[config.mk]
export PLATFORM = sky130hd
export DESIGN_NAME = fetch_stage
export DESIGN_NICKNAME = d
export VERILOG_FILES = /design/src/rtl/fetch_stage.sv
export SDC_FILE = /design/constraint.sdc
export NUM_CORES = 1
export LEC_CHECK = 0
export ABC_CLOCK_PERIOD_IN_PS = 3900
export CAP_MARGIN = 15
export CORE_ASPECT_RATIO = 0.5
export CORE_MARGIN = 5
export CORE_UTILIZATION = 40
export CTS_CLUSTER_DIAMETER = 100
export DETAILED_ROUTE_END_ITERATION = 8
export GPL_TIMING_DRIVEN = 0
export PLACE_DENSITY = 0.63
export SYNTH_ARGS = -nofsm -noshare
export SYNTH_HDL_FRONTEND = slang
export SYNTH_SLANG_ARGS = --single-unit
export TNS_END_PERCENT = 30
[constraint.sdc]
create_clock -name clk -period 3.9 [get_ports clk]
set_clock_uncertainty 0.15 [all_clocks]
set_input_delay 0.78 -clock clk [delete_from_list [all_inputs] [get_ports clk]]
set_output_delay 0.78 -clock clk [all_outputs]
set_load 0.02 [all_outputs]
[src/rtl/fetch_stage.sv]
// Fetch stage and IF/ID pipeline register: owns the PC, runs the imem
// request/done handshake and inserts NOP bubbles on wait, redirect and halt.
module fetch_stage #(
    parameter logic [15:0] RESET_PC  = 16'h0000,
    parameter logic [15:0] NOP_INSTR = 16'h0800,
    parameter logic [15:0] PC_INC    = 16'd2
) (
    input  logic        clk,
    input  logic        rst,
    input  logic        stall,
    input  logic        doBranch,
    input  logic [15:0] branchTarget,
    input  logic        halt,
    output logic [15:0] imemAddr,
    output logic        imemRd,
    input  logic [15:0] imemData,
    input  logic        imemDone,
    input  logic        imemErr,
    output logic [15:0] instrOut,
    output logic [15:0] nextPcOut,
    output logic        err
);

    typedef enum logic [1:0] {
        S_REQ    = 2'd0,
        S_HOLD   = 2'd1,
        S_DRAIN  = 2'd2,
        S_HALTED = 2'd3
    } state_t;

    typedef struct packed {
        logic [15:0] instr;
        logic [15:0] next_pc;
        logic        err;
    } ifid_t;

    localparam ifid_t NOP_ENTRY = '{instr: NOP_INSTR, next_pc: 16'h0000, err: 1'b0};

    state_t      r_state, w_state_nxt;
    logic [15:0] r_pc, w_pc_nxt;
    ifid_t       r_ifid, w_ifid_nxt;
    ifid_t       r_buf, w_buf_nxt;
    logic [15:0] r_drain_addr, w_drain_addr_nxt;
    logic        r_halt_pend, w_halt_pend_nxt;

    logic [15:0] w_pc_inc;
    ifid_t       w_fetched;

    assign w_pc_inc  = r_pc + PC_INC;
    assign w_fetched = '{instr: imemData, next_pc: w_pc_inc, err: imemErr};

    always_ff @(posedge clk or negedge rst) begin
        if (!rst) begin
            r_state      <= S_REQ;
            r_pc         <= RESET_PC;
            r_ifid       <= NOP_ENTRY;
            r_buf        <= NOP_ENTRY;
            r_drain_addr <= RESET_PC;
            r_halt_pend  <= 1'b0;
        end else begin
            r_state      <= w_state_nxt;
            r_pc         <= w_pc_nxt;
            r_ifid       <= w_ifid_nxt;
            r_buf        <= w_buf_nxt;
            r_drain_addr <= w_drain_addr_nxt;
            r_halt_pend  <= w_halt_pend_nxt;
        end
    end

    always_comb begin
        w_state_nxt      = r_state;
        w_pc_nxt         = r_pc;
        w_ifid_nxt       = r_ifid;
        w_buf_nxt        = r_buf;
        w_drain_addr_nxt = r_drain_addr;
        w_halt_pend_nxt  = r_halt_pend;

        case (r_state)
            S_REQ: begin
                if (halt) begin
                    w_ifid_nxt = NOP_ENTRY;
                    w_buf_nxt  = NOP_ENTRY;
                    if (imemDone) begin
                        w_state_nxt = S_HALTED;
                    end else begin
                        w_state_nxt      = S_DRAIN;
                        w_drain_addr_nxt = r_pc;
                        w_halt_pend_nxt  = 1'b1;
                    end
                end else if (doBranch) begin
                    w_ifid_nxt = NOP_ENTRY;
                    w_buf_nxt  = NOP_ENTRY;
                    w_pc_nxt   = branchTarget;
                    // the in-flight access must finish at its old address
                    if (!imemDone) begin
                        w_state_nxt      = S_DRAIN;
                        w_drain_addr_nxt = r_pc;
                    end
                end else if (imemDone) begin
                    w_pc_nxt = w_pc_inc;
                    if (stall) begin
                        w_buf_nxt   = w_fetched;
                        w_state_nxt = S_HOLD;
                    end else begin
                        w_ifid_nxt = w_fetched;
                    end
                end else if (!stall) begin
                    w_ifid_nxt = NOP_ENTRY;
                end
            end

            S_HOLD: begin
                if (halt) begin
                    w_ifid_nxt  = NOP_ENTRY;
                    w_buf_nxt   = NOP_ENTRY;
                    w_state_nxt = S_HALTED;
                end else if (doBranch) begin
                    w_ifid_nxt  = NOP_ENTRY;
                    w_buf_nxt   = NOP_ENTRY;
                    w_pc_nxt    = branchTarget;
                    w_state_nxt = S_REQ;
                end else if (!stall) begin
                    w_ifid_nxt  = r_buf;
                    w_buf_nxt   = NOP_ENTRY;
                    w_state_nxt = S_REQ;
                end
            end

            S_DRAIN: begin
                // returning data belongs to a squashed fetch; IF/ID stays empty
                w_ifid_nxt = NOP_ENTRY;
                if (halt) begin
                    w_halt_pend_nxt = 1'b1;
                end else if (doBranch && !r_halt_pend) begin
                    w_pc_nxt = branchTarget;
                end
                if (imemDone) begin
                    w_state_nxt = (halt || r_halt_pend) ? S_HALTED : S_REQ;
                end
            end

            default: begin
                w_ifid_nxt      = NOP_ENTRY;
                w_buf_nxt       = NOP_ENTRY;
                w_halt_pend_nxt = 1'b0;
                w_state_nxt     = S_HALTED;
            end
        endcase
    end

    assign imemRd    = (r_state == S_REQ) || (r_state == S_DRAIN);
    assign imemAddr  = (r_state == S_DRAIN) ? r_drain_addr : r_pc;
    assign instrOut  = r_ifid.instr;
    assign nextPcOut = r_ifid.next_pc;
    assign err       = r_ifid.err;

endmodule

# Word level (Yosys, flattened, before mapping)
# Index checks and enable logic that the tools add are counted.
[word_totals]
register_bits = 101
output_inout_bits = 50
[op_classes]
add_sub_neg = 1
eq_ne = 17
mux = 44
n_bitwise = 2
reduce_logical = 13
[op_table]
columns = ["operator", "n"]
rows = [
  ["two-way mux 33 bit", 14],
  ["two-way mux 16 bit", 11],
  ["case mux 33 bit (3 select lines)", 1],
  ["case mux 33 bit (2 select lines)", 1],
  ["case mux 16 bit (3 select lines)", 1],
  ["two-way mux 2 bit", 10],
  ["inequality test 4 bit (second input constant)", 5],
  ["inequality test 2 bit (second input constant)", 9],
  ["adder 16 x 2 -> 16 bit (second input constant)", 1],
  ["AND reduction 4 bit", 2],
  ["AND reduction 7 bit", 1],
  ["case mux 2 bit (3 select lines)", 1],
  ["AND reduction 5 bit", 1],
  ["two-way mux 1 bit", 4],
  ["AND reduction 2 bit", 2],
  ["inequality test 3 bit (second input constant)", 1],
  ["case mux 1 bit (3 select lines)", 1],
  ["nonzero test 3 bit", 1],
  ["== test 2 x 1 -> 1 bit (second input constant)", 1],
  ["== test 2 bit (second input constant)", 1],
  ["zero test 2 bit", 1],
  ["logical OR 1 bit", 2],
  ["inverter 1 bit", 2],
  ["nonzero test 2 bit", 1],
  ["other kinds (2)", 2],
]

# Longest topological paths before layout
# Gate-level depths: netlist (run 1).
[logic_depth]
word_depth = 6
ltp_mapped = 9
depth_no_buf = 6

# Least setup slack after synthesis (run 1)
# No wires, ideal clock.
[synth_path]
kind = "flip-flop to output port"
startpoint = "reg r_state[0]"
endpoint = "out imemAddr[12]"
arrival_time_ps = 1691
t_required_ps = 2970
slack_ps = 1279
path_stages_with_launch = 6
n_path_buf = 2
cell_sequence = "dfrtp_1 -> inv_1 -> ha_1 -> buf_2 -> buf_2 -> o21ai_0"
[synth_between]
elab_chain_len = 2
[synth_lines]
columns = ["element", "line_no", "source"]
rows = [
  ["start: declaration", "39", "state_t r_state, w_state_nxt;"],
  ["start signal: assignment", "61", "r_state <= w_state_nxt;"],
  ["== test 2 bit", "152", "assign imemAddr = (r_state == S_DRAIN) ? r_drain_addr : r_pc;"],
  ["two-way mux 16 bit", "152", ""],
  ["end: declaration", "14", "output logic [15:0] imemAddr,"],
]
# No other way between the ends.

# Worst setup path in the final report (run 1)
[layout_path]
startpoint = "reg r_state[0]"
endpoint = "out imemAddr[13]"
# Same word-level chain as after synthesis.

==> results of run 1 <==
[registers in the layout, indices dropped and copies added, names as in the netlist]
| signal | flops |
|---|---|
| r_buf | 33 |
| instrOut | 16 |
| nextPcOut | 16 |
| r_drain_addr | 16 |
| r_pc | 16 |
| r_state | 2 |
| err | 1 |
| r_halt_pend | 1 |
[final cells by class]
class / instances / area [sq um] / share of cell area (%)
sequential: 101 / 2530 / 38.8
multi-input combinational: 317 / 2320 / 35.6
timing repair buffer: 89 / 906 / 13.9
clock buffer: 9 / 225 / 3.46
tap: 170 / 213 / 3.26
buffer: 34 / 178 / 2.73
clock inverter: 7 / 120 / 1.84
inverter: 7 / 26.3 / 0.403
[worst max-delay path by stage]
stage,from,to,cells past startpoint
2_1_floorplan,r_state[0]$_DFFE_PN0P_,imemAddr[12],5
3_3_place_gp,rst,instrOut[8]$_DFFE_PN0P_,1
3_5_place_dp,r_state[0]$_DFFE_PN0P_,imemAddr[13],6
4_1_cts,r_state[0]$_DFFE_PN0P_,imemAddr[13],6
5_1_grt,r_state[0]$_DFFE_PN0P_,imemAddr[9],6
6_report,r_state[0]$_DFFE_PN0P_,imemAddr[13],6
[power by group through the flow]
| stage | clock, W | sequential [W] | combinational, W |
|---|---|---|---|
| detailed placement | 0 | 0.00149 | 0.00224 |
| floorplan | 0 | 0.00145 | 0.00151 |
| finish | 0.00103 | 0.00147 | 0.00224 |
| global placement | 0 | 0.00148 | 0.00222 |
| CTS | 0.00105 | 0.00147 | 0.00226 |
| global route | 0.00110 | 0.00150 | 0.00245 |
[critical path, delay by kind of cell, from the launching register on]
kind / cells / cell delay (ns)
mux: 1 / 0.37
buf+inv: 4 / 1.26
fa+ha+maj: 1 / 0.33
flops: 1 / 0.48
[cells in the final DEF, fill, tap and decap left out, drive strengths merged, types with 4 or more instances in the layout]
cell,Yosys,routed
a21oi,10,10
a22o,18,18
a22oi,26,26
a2bb2oi,4,4
a31oi,8,8
a32oi,4,4
and2,4,4
and3,4,4
buf,26,28
clkbuf,8,17
clkdlybuf4s50,0,87
dfrtp,99,99
ha,6,6
inv,7,9
mux2,42,42
nand2,36,36
nand3,10,10
nand4,4,4
nor2,21,21
nor3,8,8
nor4,4,4
o21ai,39,39
o22a,4,4
o2bb2ai,13,13
o31ai,5,5
or2,4,4
xnor2,8,8
[through the flow]
stage / std cells / setup slack, ns / utilization (%) / power [W] / hold slack, ns
after floorplan: 459 / 1.28 / - / 0.00295 / 0.290
after global placement: 717 / -2.04 / 49.1 / 0.00371 / 0.304
after detailed placement: 718 / 0.546 / 49.3 / 0.00373 / 0.307
after CTS: 734 / 0.170 / 52.1 / 0.00478 / 0.285
after global routing: 734 / 0.0235 / 52.1 / 0.00505 / 0.313
final: 734 / 0.192 / 52.1 / 0.00475 / 0.270
[metal layers]
layer,wire [um],vias to the layer above,GRT usage (%)
met2,5790,103,28.1
met3,623,8,3.49
met4,82,0,3.17
li1,-,1919,-
met1,6420,1972,25.9
met5,0,-,0
[cell families after synthesis]
| logic type | share of synthesized area, % |
|---|---|
| AOI/OAI and AO/OA | 21.3 |
| xor gates and xnor gates | 1.91 |
| adders and majority gates | 1.49 |
| buffers and inverters | 4.04 |
| DFF | 50.1 |
| muxes | 9.56 |
| and+or+nand+nor | 11.6 |
==> results_dict.tcl, run 1 <==
set metrics [dict create \
    dp_hpwl_um 9260 \
    route.detailed.wl_per_inst_um 17.6 \
    final_layout_size_suffix_gt1_share_pct 18.3 \
    yosys_warnings 0 \
    p_comb_share_pct 47.3 \
    cp.arrival_ns 2.78 \
    slew_violations 0 \
    die-width_um 169 \
    cp_slowest_cell "clkdlybuf4s50_1" \
    core_sq_um 12500 \
    insertedDiodeCount 0 \
    fin_tns_setup_ns 0 \
    cts_tree "yes" \
    r2r-start "r_state[0]$_DFFE_PN0P_" \
    ff2ff_setup_slack_ns 1.42 \
    ys_types 61 \
    syn_area_sq_um 5050 \
    swShare_pct 38.9 \
    wl_um 12900 \
    cts_max_path_buffers 2 \
    fp.dieArea_sq_um 15100 \
    power_leakage_nw 2.67 \
    ios 89 \
    n_fill_cell 1136 \
    synth_edf_count 0 \
    synth_most_common_cell "dfrtp_1" \
    grt_first_pass_wirelength_um 21300 \
    path_cells "inv_1, ha_1, buf_2, buf_2, mux2_2, clkdlybuf4s50_1" \
    worst_setup_path_start_kind "register" \
    timing.rr.end "r_pc[0]$_DFFE_PN0P_" \
    placed_area_sq_um 6170 \
    status "finished, final reports clean" \
    syn_inst 459 \
    area_growth_pct 29.0 \
    hold_viol 0 \
    fin_nets 604 \
    synth_ff_type "dfrtp_1" \
    cp.required_ns 2.97 \
    hold_class "in2async" \
    maxSlewHeadroom_pct 57.4 \
    period_needed_ns 3.71 \
    p_switching_w 0.00185 \
    p_int_w 0.00290 \
    setup_viol 0 \
    cp_common_cell "buf_2" \
    synth_common_cells "99 x dfrtp_1, 41 x mux2_2, 37 x o21ai_0" \
    dr.pass1.iters 4 \
    seqPwrFrac_pct 31.0 \
    critPathMaxStageDelay_ns 0.54 \
    dieHeight_um 89.5 \
    reg2regPathDepth 8 \
    grt_util_all_layers_pct 17.8 \
    worst_pin_slew_ns 0.635 \
    clk_pin_slew_worst_paths_ns 0.07 \
    cts_htree_levels 3 \
    fmax_mhz 270 \
    vias_per_cell 5.45 \
    numCtsBuffers 9 \
    synth-seq-cells 101 \
    synth.net_count 504 \
    ys_seq_area_share_pct 50.1 \
    yosysTopAreaCellShare_pct 49.0 \
    crit_path_end_kind "output pin" \
    synth_area_leaders "dfrtp_1 49%, mux2_2 9.1%, a22oi_1 3.9%, o21ai_0 3.7%, a22o_1 3.1%" \
    antenna_found_initial 0 \
    grt_max_degree 62 \
    post_cts_hold_buffer_count 0 \
    dr_total_vias 4002 \
    cts_root_buf "clkbuf_16" \
    clkLatencyLatePin_ns 0.34 \
    cts_setup_buffers 0 \
    ys_async_sr_fraction_pct 100 \
    ant_nets 0 \
    cts_num_sinks 101 \
    rsz0062_at_grt "false" \
    critical_path.max_fanout 10 \
    cellPowerDensity_nw_per_um2 729 \
    cts_resized 0 \
    place.gp.congestion 0.791 \
    globalRoute.totalOverflow 0 \
    ir_worst_vdd_mv 0.370 \
    fin_area_sq_um 6520 \
    rows 29 \
    grt_pass1_vias 4024 \
    port_buffers 88 \
    post-route-period-util_pct 95.1 \
    critical_path_class "reg2out" \
    drc_errors 0 \
    start_util_pct 40.4 \
    drt-initial-drc-count 382 \
    synth_largest_area_cell "dfrtp_1" \
    clock_power_share_pct 21.7 \
    avgSynthCellArea_sq_um 11.0 \
    max_cap_viol_count 0 \
]
No activity file was read; power rests on OpenSTA's default activity.
==> run 2: changes to the inputs <==
--- a/config.mk
+++ b/config.mk
@@ -5,15 +5,15 @@
 export SDC_FILE = /design/constraint.sdc
 export NUM_CORES = 1
 export LEC_CHECK = 0
-export ABC_CLOCK_PERIOD_IN_PS = 3900
+export ABC_CLOCK_PERIOD_IN_PS = 4400
 export CAP_MARGIN = 15
 export CORE_ASPECT_RATIO = 0.5
 export CORE_MARGIN = 5
-export CORE_UTILIZATION = 40
+export CORE_UTILIZATION = 32
 export CTS_CLUSTER_DIAMETER = 100
 export DETAILED_ROUTE_END_ITERATION = 8
 export GPL_TIMING_DRIVEN = 0
-export PLACE_DENSITY = 0.63
+export PLACE_DENSITY = 0.53
 export SYNTH_ARGS = -nofsm -noshare
 export SYNTH_HDL_FRONTEND = slang
 export SYNTH_SLANG_ARGS = --single-unit
==> constraint.sdc (replaced) <==
create_clock -name clk -period 4.4 [get_ports clk]
set_clock_uncertainty 0.15 [all_clocks]
set_input_delay 0.88 -clock clk [delete_from_list [all_inputs] [get_ports clk]]
set_output_delay 0.88 -clock clk [all_outputs]
set_load 0.02 [all_outputs]
==> run 2 against run 1 <==
Against the previous run: routed wire length is 7.6% higher; largest power group unchanged; die area is 23% higher; power down 13%; global-route usage down 2.6 points; critical path type unchanged; register-to-register slack improved by 0.52 ns.
==> results_dict.tcl, run 2 (synthesis gave the netlist of run 1 again) <==
set metrics [dict create \
    insertedDiodeCount 0 \
    path_buf_inv 4 \
    stdcell_count 768 \
    clkLatencyLatePin_ns 0.35 \
    n_fill_cell 1522 \
    ios 89 \
    grt_pass1_vias 4127 \
    final_layout_size_suffix_gt1_share_pct 18.3 \
    cts_max_path_buffers 2 \
    max_cap_viol_count 0 \
    port_buffers 88 \
    grt_first_pass_wirelength_um 22800 \
    final_common_cell "dfrtp_1" \
    p_comb_share_pct 49.0 \
    total_power_w 0.00411 \
    cp.required_ns 3.37 \
    placed_area_sq_um 6210 \
    start_util_pct 32.7 \
    globalRoute.totalOverflow 0 \
    drt-initial-drc-count 292 \
    post-route-period-util_pct 87.0 \
    fin_area_sq_um 6500 \
    hold_viol 0 \
    cts_htree_levels 3 \
    power_leakage_nw 2.64 \
    fp.dieArea_sq_um 18600 \
    dr.pass1.iters 4 \
    p_int_w 0.00241 \
    vias_per_cell 5.29 \
    dr_total_vias 4064 \
    grt_util_all_layers_pct 15.2 \
    grt_max_degree 65 \
    p_switching_w 0.00170 \
    cp.arrival_ns 2.80 \
    critical_path.max_fanout 10 \
    dp_hpwl_um 10000 \
    worst_pin_slew_ns 0.861 \
    swShare_pct 41.4 \
    crit_path_end_kind "output pin" \
    utilization_pct 42.0 \
    dieHeight_um 98.9 \
    clock_power_share_pct 19.2 \
    dp_worst_setup_slack_ns 0.920 \
    status "finished, final reports clean" \
    path_cells "inv_1, ha_1, buf_2, buf_2, mux2_2, clkdlybuf4s50_1" \
    ir_worst_vdd_mv 0.316 \
    cts_setup_buffers 0 \
    antenna_found_initial 1 \
    maxSlewHeadroom_pct 42.6 \
    slew_violations 0 \
    seqPwrFrac_pct 31.8 \
    cp_slowest_cell "clkdlybuf4s50_1" \
    ant_nets 0 \
    crit_family "buffers and inverters" \
    setup_viol 0 \
    worst_setup_path_start_kind "register" \
    layout_common_cells "99 x dfrtp_1, 87 x clkdlybuf4s50_1, 41 x mux2_2" \
    die-width_um 188 \
    route.detailed.wl_per_inst_um 18.1 \
    critical_path_class "reg2out" \
    area_growth_pct 28.6 \
    rsz0062_at_grt "false" \
    hold_class "reg2reg" \
    drc_errors 0 \
    core_sq_um 15500 \
    numCtsBuffers 9 \
    period_needed_ns 3.83 \
    cts_root_buf "clkbuf_16" \
    regMostFlops "r_buf" \
    wl_um 13900 \
    fin_nets 604 \
    clk_pin_slew_worst_paths_ns 0.07 \
    rows 32 \
    critPathMaxStageDelay_ns 0.54 \
    place.gp.congestion 0.756 \
    post_cts_hold_buffer_count 0 \
    cts_resized 0 \
    cellPowerDensity_nw_per_um2 633 \
    cts_tree "yes" \
    dp_cells 752 \
    cts_num_sinks 101 \
    setup_slack_ns 0.570 \
    largest_reg_flops 33 \
    cp_common_cell "buf_2" \
    fmax_mhz 261 \
]
[run 2: cell types whose count changed in the layout (fill, tap and decap cells not counted), sizes merged]
cell	before	now
bufinv	3	0
clkinv	1	2
inv	9	11
[run 2: path summary, 6_finish.rpt]
check / startpoint / to / slack, ns / depth (start not counted)
hold / removal: r_buf[28]$_DFFE_PN1P_ / r_buf[28]$_DFFE_PN1P_ / 0.32 / 2
setup reg to reg: r_state[0]$_DFFE_PN0P_ / r_pc[0]$_DFFE_PN0P_ / 1.94 / 8
max in group asynchronous: rst / r_buf[28]$_DFFE_PN1P_ / 2.83 / 2
setup / recovery: r_state[0]$_DFFE_PN0P_ / imemAddr[9] / 0.57 / 6
hold reg to reg: r_buf[28]$_DFFE_PN1P_ / r_buf[28]$_DFFE_PN1P_ / 0.32 / 2
min in group asynchronous: rst / r_drain_addr[4]$_DFFE_PN0P_ / 0.49 / 1
[run 2: worst register-to-register path, stage by stage (launching register included)]
cell	delay [ns]
dfrtp_1	0.50
inv_1	0.11
ha_1	0.23
buf_2	0.18
a21oi_1	0.17
nor2_1	0.09
buf_2	0.20
a2111oi_4	0.35
mux2_1	0.36
[run 2: layout make-up]
class,count,area [sq um],share of cell area [%]
inverter,7,26.3,0.404
buffer,34,178,2.73
clock inverter,7,65.1,1.00
sequential,101,2530,38.9
tap,204,255,3.93
timing repair buffer,89,898,13.8
multi-input combinational,317,2320,35.7
clock buffer,9,225,3.47
[run 2: power groups by stage]
stage	Sequential [W]	Clock [W]	Combinational [W]
2_1_floorplan	0.00128	0	0.00134
3_3_place_gp	0.00132	0	0.00200
3_5_place_dp	0.00133	0	0.00202
4_1_cts	0.00131	0.000812	0.00203
5_1_grt	0.00134	0.000844	0.00220
6_report	0.00131	0.000788	0.00202
[run 2: layer usage]
metal	routed length, um	track usage (%)	vias to the layer above
met1	7100	22.6	2027
met3	598	3.26	13
li1	-	-	1923
met2	6050	22.9	99
met5	13	0	-
met4	133	2.99	2
[run 2: stage by stage]
stage               hold slack [ns]  TNS [ns]
CTS                           0.318         0
global placement              0.302   -179.33
floorplan                     0.290         0
global route                  0.338         0
detailed placement            0.307         0
finish                        0.323         0
==> run 3: changes to the inputs <==
--- a/config.mk
+++ b/config.mk
@@ -9,11 +9,11 @@
 export CAP_MARGIN = 15
 export CORE_ASPECT_RATIO = 0.5
 export CORE_MARGIN = 5
-export CORE_UTILIZATION = 32
+export CORE_UTILIZATION = 45
 export CTS_CLUSTER_DIAMETER = 100
 export DETAILED_ROUTE_END_ITERATION = 8
 export GPL_TIMING_DRIVEN = 0
-export PLACE_DENSITY = 0.53
+export PLACE_DENSITY = 0.7
 export SYNTH_ARGS = -nofsm -noshare
 export SYNTH_HDL_FRONTEND = slang
 export SYNTH_SLANG_ARGS = --single-unit
==> run 3 against run 2 <==
Against the previous run: register-to-register slack worse by 0.02 ns; utilization up 17 points; global-route usage up 4.2 points; die area down 27%; sequential power about the same; cell count down 7.7%; combinational power about the same; sequential share of layout area up 0.20 points; routed wire length down 8.8%; critical path depth unchanged; critical endpoint is now imemAddr[13]; clock-buffer cell count unchanged.
==> results_dict.tcl, run 3 (synthesis gave the netlist of run 1 again) <==
set metrics [dict create \
    status "finished, final reports clean" \
    grt_first_pass_wirelength_um 21500 \
    p_switching_w 0.00164 \
    cellPowerDensity_nw_per_um2 643 \
    ir_worst_vdd_mv 0.425 \
    dp_hpwl_um 9120 \
    crit_family "buffers and inverters" \
    antenna_found_initial 0 \
    path_cells "inv_1, ha_1, buf_2, buf_2, mux2_2, clkdlybuf4s50_1" \
    clk_pin_slew_worst_paths_ns 0.07 \
    cts_num_sinks 101 \
    start_util_pct 46.0 \
    power_leakage_nw 2.65 \
    path_buf_inv 4 \
    utilization_pct 58.9 \
    final_common_cell "dfrtp_1" \
    regMostFlops "r_buf" \
    clkLatencyLatePin_ns 0.34 \
    cts_root_buf "clkbuf_16" \
    port_buffers 88 \
    setup_viol 0 \
    final_layout_size_suffix_gt1_share_pct 18.3 \
    post-route-period-util_pct 88.0 \
    wl_um 12700 \
    slew_violations 0 \
    place.gp.congestion 0.806 \
    largest_reg_flops 33 \
    insertedDiodeCount 0 \
    vias_per_cell 5.75 \
    drt-initial-drc-count 277 \
    rows 27 \
    maxSlewHeadroom_pct 55.4 \
    cp_common_cell "buf_2" \
    critPathMaxStageDelay_ns 0.55 \
    hold_class "in2async" \
    cts_resized 0 \
    crit_path_end_kind "output pin" \
    ant_nets 0 \
    grt_max_degree 72 \
    fmax_mhz 258 \
    core_sq_um 11000 \
    die-width_um 160 \
    cts_setup_buffers 0 \
    drc_errors 0 \
    cp_slowest_cell "clkdlybuf4s50_1" \
    period_needed_ns 3.87 \
    dp_worst_setup_slack_ns 0.909 \
    cp-startpoint "r_state[0]$_DFFE_PN0P_" \
    critical_path_class "reg2out" \
    rsz0062_at_grt "false" \
    ios 89 \
    dieHeight_um 84.9 \
    p_comb_share_pct 48.0 \
    numCtsBuffers 9 \
    max_cap_viol_count 0 \
    cts_max_path_buffers 2 \
    area_growth_pct 27.9 \
    worst_pin_slew_ns 0.664 \
    layout_common_cells "99 x dfrtp_1, 87 x clkdlybuf4s50_1, 41 x mux2_2" \
    fp.dieArea_sq_um 13600 \
    r2r-start "r_state[0]$_DFFE_PN0P_" \
    dr_total_vias 4074 \
    grt_util_all_layers_pct 19.4 \
    cp.arrival_ns 2.84 \
    globalRoute.totalOverflow 0 \
    grt_pass1_vias 4087 \
    post_cts_hold_buffer_count 0 \
    hold-worst-slack_ns 0.312 \
    clock_power_share_pct 20.5 \
    cp.required_ns 3.37 \
    route.detailed.wl_per_inst_um 17.9 \
    dr.pass1.iters 5 \
    setup_slack_ns 0.528 \
    fin_nets 604 \
    cts_tree "yes" \
    critical_path.max_fanout 10 \
    cts_htree_levels 3 \
    seqPwrFrac_pct 31.4 \
    worst_setup_path_start_kind "register" \
    p_int_w 0.00251 \
    hold_viol 0 \
    swShare_pct 39.5 \
]
run 3: layout make-up:
class / count / area (sq um)
plain buffers: 34 / 178
clock buffers: 9 / 225
clock inverters: 7 / 97.6
fillers: 921 / 4520
inverters: 7 / 26.3
multi-input cells: 317 / 2320
flip-flops and latches: 101 / 2530
well taps: 145 / 181
repair buffers: 89 / 906
run 3: worst paths after layout:
check | end | slack, ns | cells past startpoint
worst max-delay path | imemAddr[13] | 0.53 | 6
worst min-delay path | r_drain_addr[5]$_DFFE_PN0P_ | 0.31 | 1
worst max register to register | r_pc[0]$_DFFE_PN0P_ | 1.92 | 8
worst min register to register | r_buf[28]$_DFFE_PN1P_ | 0.32 | 2
max in group asynchronous | instrOut[11]$_DFFE_PN1P_ | 3.06 | 2
min in group clk | r_buf[28]$_DFFE_PN1P_ | 0.32 | 2
run 3: power by group through the flow:
stage	registers, W	clock network [W]	logic (W)
floorplan	0.00128	0	0.00134
global placement	0.00131	0	0.00195
detailed placement	0.00132	0	0.00198
CTS	0.00130	0.000867	0.00199
global route	0.00133	0.000913	0.00217
finish	0.00130	0.000853	0.00200
run 3: routing by layer:
metal | wire length (um) | GRT usage, % | vias up
met3 | 696 | 4.51 | 6
li1 | - | - | 1914
met5 | 0 | 0 | -
met2 | 5810 | 30.7 | 121
met4 | 78 | 3.83 | 0
met1 | 6090 | 27.6 | 2033
run 3: metrics by stage:
step | setup TNS (ns) | std cells | total power, W | instance area, sq um
after floorplan | 0 | 459 | 0.00262 | 5050
after global placement | -155.07 | 692 | 0.00326 | 6110
after detailed placement | 0 | 693 | 0.00330 | 6140
after CTS | 0 | 709 | 0.00416 | 6460
after global routing | 0 | 709 | 0.00441 | 6460
final | 0 | 709 | 0.00415 | 6460
